File: config.mk
export PLATFORM = sky130hd
export DESIGN_NAME = mc_ctrl
export DESIGN_NICKNAME = d
export VERILOG_FILES = /design/src/rtl/mc_ctrl.sv
export SDC_FILE = /design/constraint.sdc
export NUM_CORES = 1
export LEC_CHECK = 0
export ABC_AREA = 1
export CAP_MARGIN = 20
export CELL_PAD_IN_SITES_DETAIL_PLACEMENT = 0
export CELL_PAD_IN_SITES_GLOBAL_PLACEMENT = 1
export CORE_MARGIN = 2
export CORE_UTILIZATION = 36
export CTS_CLUSTER_SIZE = 8
export DETAILED_ROUTE_END_ITERATION = 6
export PLACE_DENSITY = 0.95
export SYNTH_ARGS = -nofsm -noshare
export SYNTH_HDL_FRONTEND = slang
export SYNTH_SLANG_ARGS = --single-unit
File: constraint.sdc
create_clock -name clk -period 3.41 [get_ports clk]
set_input_delay 0.682 -clock clk [delete_from_list [all_inputs] [get_ports clk]]
set_output_delay 0.682 -clock clk [all_outputs]
set_load 0.02 [all_outputs]
File: src/rtl/mc_ctrl.sv
// mc_ctrl: multi-cycle control sequencer for the MIPS-subset datapath.
// Steps each instruction through FETCH/DECODE/EXEC/MEM/WB, drives the
// datapath selects and write strobes, selects the immediate-extension mode,
// handshakes with a variable-latency memory port and counts retired
// instructions.
//
// Ports:
//   clk, rst_n           clock (rising edge), asynchronous active-low reset
//   opcode, funct        IR[31:26] / IR[5:0], stable after FETCH
//   zero                 ALU zero flag (beq decision)
//   mem_ready            memory completes the current access this cycle
//   mem_re, mem_we       memory read / write strobes
//   iord                 memory address select (0 PC, 1 ALUOut)
//   ir_we, pc_we         IR/MDR load, PC write enable
//   pc_src               PC source (00 ALU, 01 ALUOut, 10 jump target)
//   alu_src_a/alu_src_b  ALU operand selects
//   ext_op               immediate extension (00 sign, 01 zero, 10 upper)
//   alu_op               0 ADD, 1 SUB, 2 AND, 3 OR, 4 SLT, 5 PASS_B
//   reg_we, reg_dst, mem_to_reg  register-file write controls
//   illegal              one-cycle pulse on an unsupported instruction
//   retired              completed-instruction count (wraps)
//   state                current state, for debug
module mc_ctrl #(
  parameter int CNT_W = 32
) (
  input  logic             clk,
  input  logic             rst_n,
  input  logic [5:0]       opcode,
  input  logic [5:0]       funct,
  input  logic             zero,
  input  logic             mem_ready,
  output logic             mem_re,
  output logic             mem_we,
  output logic             iord,
  output logic             ir_we,
  output logic             pc_we,
  output logic [1:0]       pc_src,
  output logic             alu_src_a,
  output logic [1:0]       alu_src_b,
  output logic [1:0]       ext_op,
  output logic [2:0]       alu_op,
  output logic             reg_we,
  output logic             reg_dst,
  output logic             mem_to_reg,
  output logic             illegal,
  output logic [CNT_W-1:0] retired,
  output logic [2:0]       state
);

  typedef enum logic [2:0] {
    S_FETCH  = 3'd0,
    S_DECODE = 3'd1,
    S_EXEC   = 3'd2,
    S_MEM    = 3'd3,
    S_WB     = 3'd4,
    S_IDLE   = 3'd7
  } state_t;

  localparam logic [5:0] OP_RTYPE = 6'h00;
  localparam logic [5:0] OP_J     = 6'h02;
  localparam logic [5:0] OP_BEQ   = 6'h04;
  localparam logic [5:0] OP_ADDIU = 6'h09;
  localparam logic [5:0] OP_ANDI  = 6'h0C;
  localparam logic [5:0] OP_ORI   = 6'h0D;
  localparam logic [5:0] OP_LUI   = 6'h0F;
  localparam logic [5:0] OP_LW    = 6'h23;
  localparam logic [5:0] OP_SW    = 6'h2B;

  localparam logic [2:0] ALU_ADD  = 3'd0;
  localparam logic [2:0] ALU_SUB  = 3'd1;
  localparam logic [2:0] ALU_AND  = 3'd2;
  localparam logic [2:0] ALU_OR   = 3'd3;
  localparam logic [2:0] ALU_SLT  = 3'd4;
  localparam logic [2:0] ALU_PASS = 3'd5;

  state_t cur, nxt;
  logic   retire;

  // Instruction classification
  logic       is_r, is_iarith, is_lw, is_sw, is_beq, is_j, legal;
  logic [2:0] r_alu, i_alu;
  logic [1:0] i_ext;

  always_comb begin
    is_r      = 1'b0;
    is_iarith = 1'b0;
    is_lw     = 1'b0;
    is_sw     = 1'b0;
    is_beq    = 1'b0;
    is_j      = 1'b0;
    r_alu     = ALU_ADD;
    i_alu     = ALU_ADD;
    i_ext     = 2'b00;
    case (opcode)
      OP_RTYPE: begin
        is_r = 1'b1;
        case (funct)
          6'h21:   r_alu = ALU_ADD;
          6'h23:   r_alu = ALU_SUB;
          6'h24:   r_alu = ALU_AND;
          6'h25:   r_alu = ALU_OR;
          6'h2A:   r_alu = ALU_SLT;
          default: is_r  = 1'b0;
        endcase
      end
      OP_ADDIU: begin is_iarith = 1'b1; i_alu = ALU_ADD;  i_ext = 2'b00; end
      OP_ANDI:  begin is_iarith = 1'b1; i_alu = ALU_AND;  i_ext = 2'b01; end
      OP_ORI:   begin is_iarith = 1'b1; i_alu = ALU_OR;   i_ext = 2'b01; end
      OP_LUI:   begin is_iarith = 1'b1; i_alu = ALU_PASS; i_ext = 2'b10; end
      OP_LW:    is_lw  = 1'b1;
      OP_SW:    is_sw  = 1'b1;
      OP_BEQ:   is_beq = 1'b1;
      OP_J:     is_j   = 1'b1;
      default:  ;
    endcase
    legal = is_r | is_iarith | is_lw | is_sw | is_beq | is_j;
  end

  always_ff @(posedge clk or negedge rst_n) begin
    if (!rst_n) begin
      cur     <= S_IDLE;
      retired <= '0;
    end else begin
      cur <= nxt;
      if (retire) retired <= retired + 1'b1;
    end
  end

  always_comb begin
    nxt        = cur;
    retire     = 1'b0;
    mem_re     = 1'b0;
    mem_we     = 1'b0;
    iord       = 1'b0;
    ir_we      = 1'b0;
    pc_we      = 1'b0;
    pc_src     = 2'b00;
    alu_src_a  = 1'b0;
    alu_src_b  = 2'b00;
    ext_op     = 2'b00;
    alu_op     = ALU_ADD;
    reg_we     = 1'b0;
    reg_dst    = 1'b0;
    mem_to_reg = 1'b0;
    illegal    = 1'b0;
    case (cur)
      S_IDLE: nxt = S_FETCH;
      S_FETCH: begin
        mem_re    = 1'b1;
        alu_src_b = 2'b01;
        if (mem_ready) begin
          ir_we = 1'b1;
          pc_we = 1'b1;
          nxt   = S_DECODE;
        end
      end
      S_DECODE: begin
        // ALUOut captures PC + (sext(imm) << 2) for a possible branch
        alu_src_b = 2'b11;
        if (is_j) begin
          pc_we  = 1'b1;
          pc_src = 2'b10;
          retire = 1'b1;
          nxt    = S_FETCH;
        end else if (!legal) begin
          illegal = 1'b1;
          nxt     = S_FETCH;
        end else begin
          nxt = S_EXEC;
        end
      end
      S_EXEC: begin
        alu_src_a = 1'b1;
        nxt       = S_FETCH;
        if (is_r) begin
          alu_op = r_alu;
          nxt    = S_WB;
        end else if (is_iarith) begin
          alu_src_b = 2'b10;
          ext_op    = i_ext;
          alu_op    = i_alu;
          nxt       = S_WB;
        end else if (is_lw || is_sw) begin
          alu_src_b = 2'b10;
          nxt       = S_MEM;
        end else if (is_beq) begin
          alu_op = ALU_SUB;
          pc_src = 2'b01;
          pc_we  = zero;
          retire = 1'b1;
        end
      end
      S_MEM: begin
        iord = 1'b1;
        if (is_lw) begin
          mem_re = 1'b1;
          if (mem_ready) nxt = S_WB;
        end else if (is_sw) begin
          mem_we = 1'b1;
          if (mem_ready) begin
            retire = 1'b1;
            nxt    = S_FETCH;
          end
        end else begin
          nxt = S_FETCH;
        end
      end
      S_WB: begin
        reg_we     = 1'b1;
        reg_dst    = is_r;
        mem_to_reg = is_lw;
        retire     = 1'b1;
        nxt        = S_FETCH;
      end
      default: nxt = S_IDLE;
    endcase
  end

  assign state = cur;

endmodule

[Word-level counts from Yosys, hierarchy flattened]
Cells that the tools add are included.
Word-level totals
  register bits after elaboration: 35
  bits of input ports: 16
  output and inout port bits: 54
  logic and storage cells: 105
Cells by class
  add/sub/neg operators: 1
  equal/unequal tests: 21
  multiplexer cells: 68
  bitwise operators: 5
  reductions and logical operators: 8
Operators by type and width (count)
  == test 6 bit (second input constant): 7
  two-way mux 1 bit: 38
  two-way mux 3 bit: 11
  adder 32 x 1 -> 32 bit (second input constant): 1
  == test 6 x 4 -> 1 bit (second input constant): 4
  two-way mux 2 bit: 10
  case mux 3 bit (5 select lines): 1
  case mux 3 bit (4 select lines): 1
  case mux 3 bit (3 select lines): 1
  case mux 2 bit (2 select lines): 2
  == test 3 x 2 -> 1 bit (second input constant): 2
  == test 3 bit (second input constant): 2
  == test 6 x 2 -> 1 bit (second input constant): 1
  == test 6 x 3 -> 1 bit (second input constant): 1
  logical NOT 6 bit: 1
  inequality test 3 bit (second input constant): 2
  case mux 2 bit (3 select lines): 1
  bitwise OR 1 bit: 5
  OR reduction 5 bit: 1
  case mux 1 bit (4 select lines): 1
  OR reduction 2 bit: 2
  OR reduction 4 bit: 1
  == test 3 x 1 -> 1 bit (second input constant): 1
  logical NOT 3 bit: 1
  5 further kinds: 5

[Longest topological paths before layout]
  word-level depth: 12
  depth in mapped cells: 11

[Least setup slack after synthesis]
OpenSTA, ideal clock, no wires.
  path kind: reg2out
  from: register cur[1], in the netlist state[1]
  to: output port alu_op[1]
  arrival time: 1.830 ns
  data required time: 2.728 ns
  setup slack: 0.898 ns
  cell stages (with the launch flop): 6
  path buffers: 0
  cell sequence: dfstp_2 > inv_1 > nor3_4 > inv_1 > nor2_1 > o21bai_1
Between the ends
  cells in the longest elaborated chain, start to end: 2
Ends and longest elaborated chain
  start, declared: line 76  | state_t cur, nxt;
  start signal, assigned: line 124  | cur <= nxt;
  == test 3 x 2 -> 1 bit: line 146  | case (cur)
  two-way mux 3 bit: line 146
  end, declared: line 41  | output logic [2:0] alu_op,
Every way passes these cells.

[Final worst setup path]
  from: input port opcode[4]
  to: output port pc_src[0]
Between the ends
  cells in the longest elaborated chain, start to end: 7
  elaborated cells on any way between the ends: 20
Ends and longest elaborated chain
  start, declared: line 28  | input logic [5:0] opcode,
  == test 6 x 3 -> 1 bit or == test 6 bit (tied branches): line 94  | case (opcode)
  two-way mux 1 bit: line 94
  two-way mux 1 bit or logical OR 1 bit (tied branches): line 186, 183
  two-way mux 1 bit: line 183  | end else if (is_lw || is_sw) begin
  two-way mux 1 bit: line 178  | end else if (is_iarith) begin
  two-way mux 1 bit *: line 175  | if (is_r) begin
  case mux 2 bit (2 select lines) *: line 146
  end, declared: line 37  | output logic [1:0] pc_src,
Every way passes the cells marked *; elsewhere a longest branch is shown, timed or not.

==> metrics.csv <==
metric,value,unit
status,"finished, final reports clean",
finalSetupViolations,0,
dr_wl_met2,3470,µm
slew_violations,0,
grt_setup_unrepaired,false,
synth_compound_area_share,2.92,%
synth_cell_type_count,24,
drive_above_1_share,4.81,%
portBuffers,69,
ys_seq_elements,35,
synthSimpleGateAreaFrac,51.6,%
crit_path_end_kind,output port,
antenna_found_initial,0,
finalSetupTns,0,ns
drt-pass1-iter-count,5,
ff2ff_setup_slack,1.25,ns
required,2.73,ns
synth_nets,461,
p_per_area,404,nW/µm²
r2r_start,retired[0],
synthXorXnorAreaFrac,4.87,%
synthAdderAreaFrac,0.464,%
reg2regPathDepth,10,
synth-edff-count,0,
cts_tree,done,
grt_usage,19.4,%
cpMaxStageDelayCell,clkdlybuf4s50_1,
ant_nets,0,
clockRootBuffer,clkbuf_8,
async_reset_ff_share,100,%
path_clk_slew,0.07,ns
synthCells,444,
ys_seq_area_share,32.6,%
critPathMaxFanout,3,
maxCapViolations,0,
wl,7520,µm
arrival,2.50,ns
synth_area_per_cell,6.08,µm²
final_nets,536,
die_x,90.6,µm
gp_congestion,0.926,
post_drt_via_cell_ratio,4.71,
dieArea,8200,µm²
n_antenna_cell,0,
ys.flop_type,dfrtp_1,
maxUsedRoutingLayer,met4,
num_io_pins,70,
syn_to_final_growth,33.8,%
cts_made_buffers,5,
grt_max_degree,36,
setup_ws,0.227,ns
mostFrequentLayoutCell,nand2_1,
wl_per_cell,12.1,µm
critPathLaunchType,input pin,
synth_top_family_by_area,simple AND/OR/NAND/NOR gates,
maxSlewHeadroom,48.6,%
synth_top_cell_area_share,30.8,%
cts_sinks,35,
synth_warnings,0,
timing.fmax,314,MHz
r2r-end,retired[26],
syn_area,2700,µm²
h-tree-depth,2,
finalHoldViolCount,0,
fill_cells,759,
path_cells,clkdlybuf4s50_1 -> nor2_1 -> nand2_1 -> nor2_1 -> nand2_1 -> inv_1 -> nand3_1 -> inv_1 -> clkdlybuf4s50_1,
grt-ovfl-total,0,
route.met3.wl,369,µm
wl_met1,3540,µm
clockBufferDepth,2,
drt-initial-drc-count,176,
rows,31,
postCtsSetupRepairBufs,0,
irDropWorstVdd,0.186,mV
hp-class,in -> async,
place_ws,0.0662,ns
slowest_delay,0.61,ns
fin_crit,3.18,ns
initial_core_util,37.2,%
ys_top_cells_by_area,"nand2_1 31%, dfrtp_1 30%, nor2_1 10%",
synth.mux.area_fraction,0,%
path_class,in -> out,
grt_pass1_wl,13100,µm
core,7250,µm²
seqCellArea,880,µm²
yosys.area.top_type,nand2_1,
layout_common_cells,"221 x nand2_1, 73 x nor2_1, 62 x clkdlybuf4s50_1, 35 x inv_1, 32 x dfrtp_1",
worst_slew_pin_slew,0.771,ns
hold_buffers,0,
multi_input_area,1620,µm²
dieHeight,90.6,µm
dp_hpwl,5900,µm
dr_total_vias,2918,
p_total,1460,µW
finClkSkew,0.00907,ns
fin_crit_sh,93.3,%
grt_pass1_vias,2815,
p_leak,0.00181,µW
drcViolationCount,0,
clock_latency,0.29,ns
[worst max path at each step]
stage                         start         to  slack [ns]  cells past startpoint
after floorplan            state[1]  alu_op[1]        0.90                      5
after global placement    opcode[1]    illegal        0.03                     11
after CTS                 opcode[1]    illegal        0.07                     11
after global routing      opcode[4]  pc_src[0]        0.06                      9
after detailed placement  opcode[1]    illegal        0.07                     11
final                     opcode[4]  pc_src[0]        0.23                      9
[final cells by class]
cell class,instances,share of cell area [%]
Clock buffer,6,2.29
Clock inverter,2,0.971
Inverter,36,3.74
Multi-Input combinational cell,367,44.7
Sequential cell,35,24.4
Tap cell,99,3.43
Timing Repair Buffer,74,20.5
[kinds of logic after synthesis]
| family | count (synthesis) |
|---|---|
| buffers and inverters | 42 |
| flip-flops | 35 |
| XOR/XNOR | 15 |
| adder cells (fa/ha/maj) | 1 |
| AO/OA/AOI/OAI | 12 |
| AND/OR/NAND/NOR | 339 |
[synthesized netlist by cell type, drive strengths merged (3+ instances only)]
cell type / n
dfrtp: 32
o21ai: 6
a21oi: 3
inv: 36
nor2: 76
dfstp: 3
xor2: 10
nand3b: 16
xnor2: 5
nand3: 17
nor3: 6
nand2: 221
buf: 6
[registers in the layout (all words and copies together), names as in the netlist]
name / count
retired: 32
state: 3
[per-stage QoR]
stage | utilization [%] | hold slack, ns | cells | cell area (µm²)
2_1_floorplan | - | 0.386 | 444 | 2700
3_3_place_gp | 47.9 | 0.503 | 611 | 3480
3_5_place_dp | 47.9 | 0.515 | 611 | 3480
4_1_cts | 49.6 | 0.496 | 619 | 3590
5_1_grt | 49.8 | 0.540 | 619 | 3610
6_report | 49.8 | 0.468 | 619 | 3610
[critical path: cells and delay by family]
family                 cells  cell delay (ns)
buffers and inverters      4             1.20
AND/OR/NAND/NOR            5             0.61
[per-layer routing]
| metal | track usage [%] | vias to the layer above |
|---|---|---|
| met4 | 5.51 | 0 |
| met5 | 0 | - |
| met3 | 3.17 | 10 |
| met2 | 31.3 | 75 |
| met1 | 26.9 | 1319 |
| li1 | - | 1514 |
[what timing repair did]
item                                    in CTS  in global routing
resized for setup                            0                  6
endpoints found under the setup margin       0                  6
hold endpoints to repair                     0                  0
[power breakdown]
group,switching [µW],total [µW],internal [µW]
Sequential,86.6,557,471
Clock,150,387,236
Combinational,286,514,228
Total,523,1460,935
Note: power is estimated with default switching activity, not from simulation.
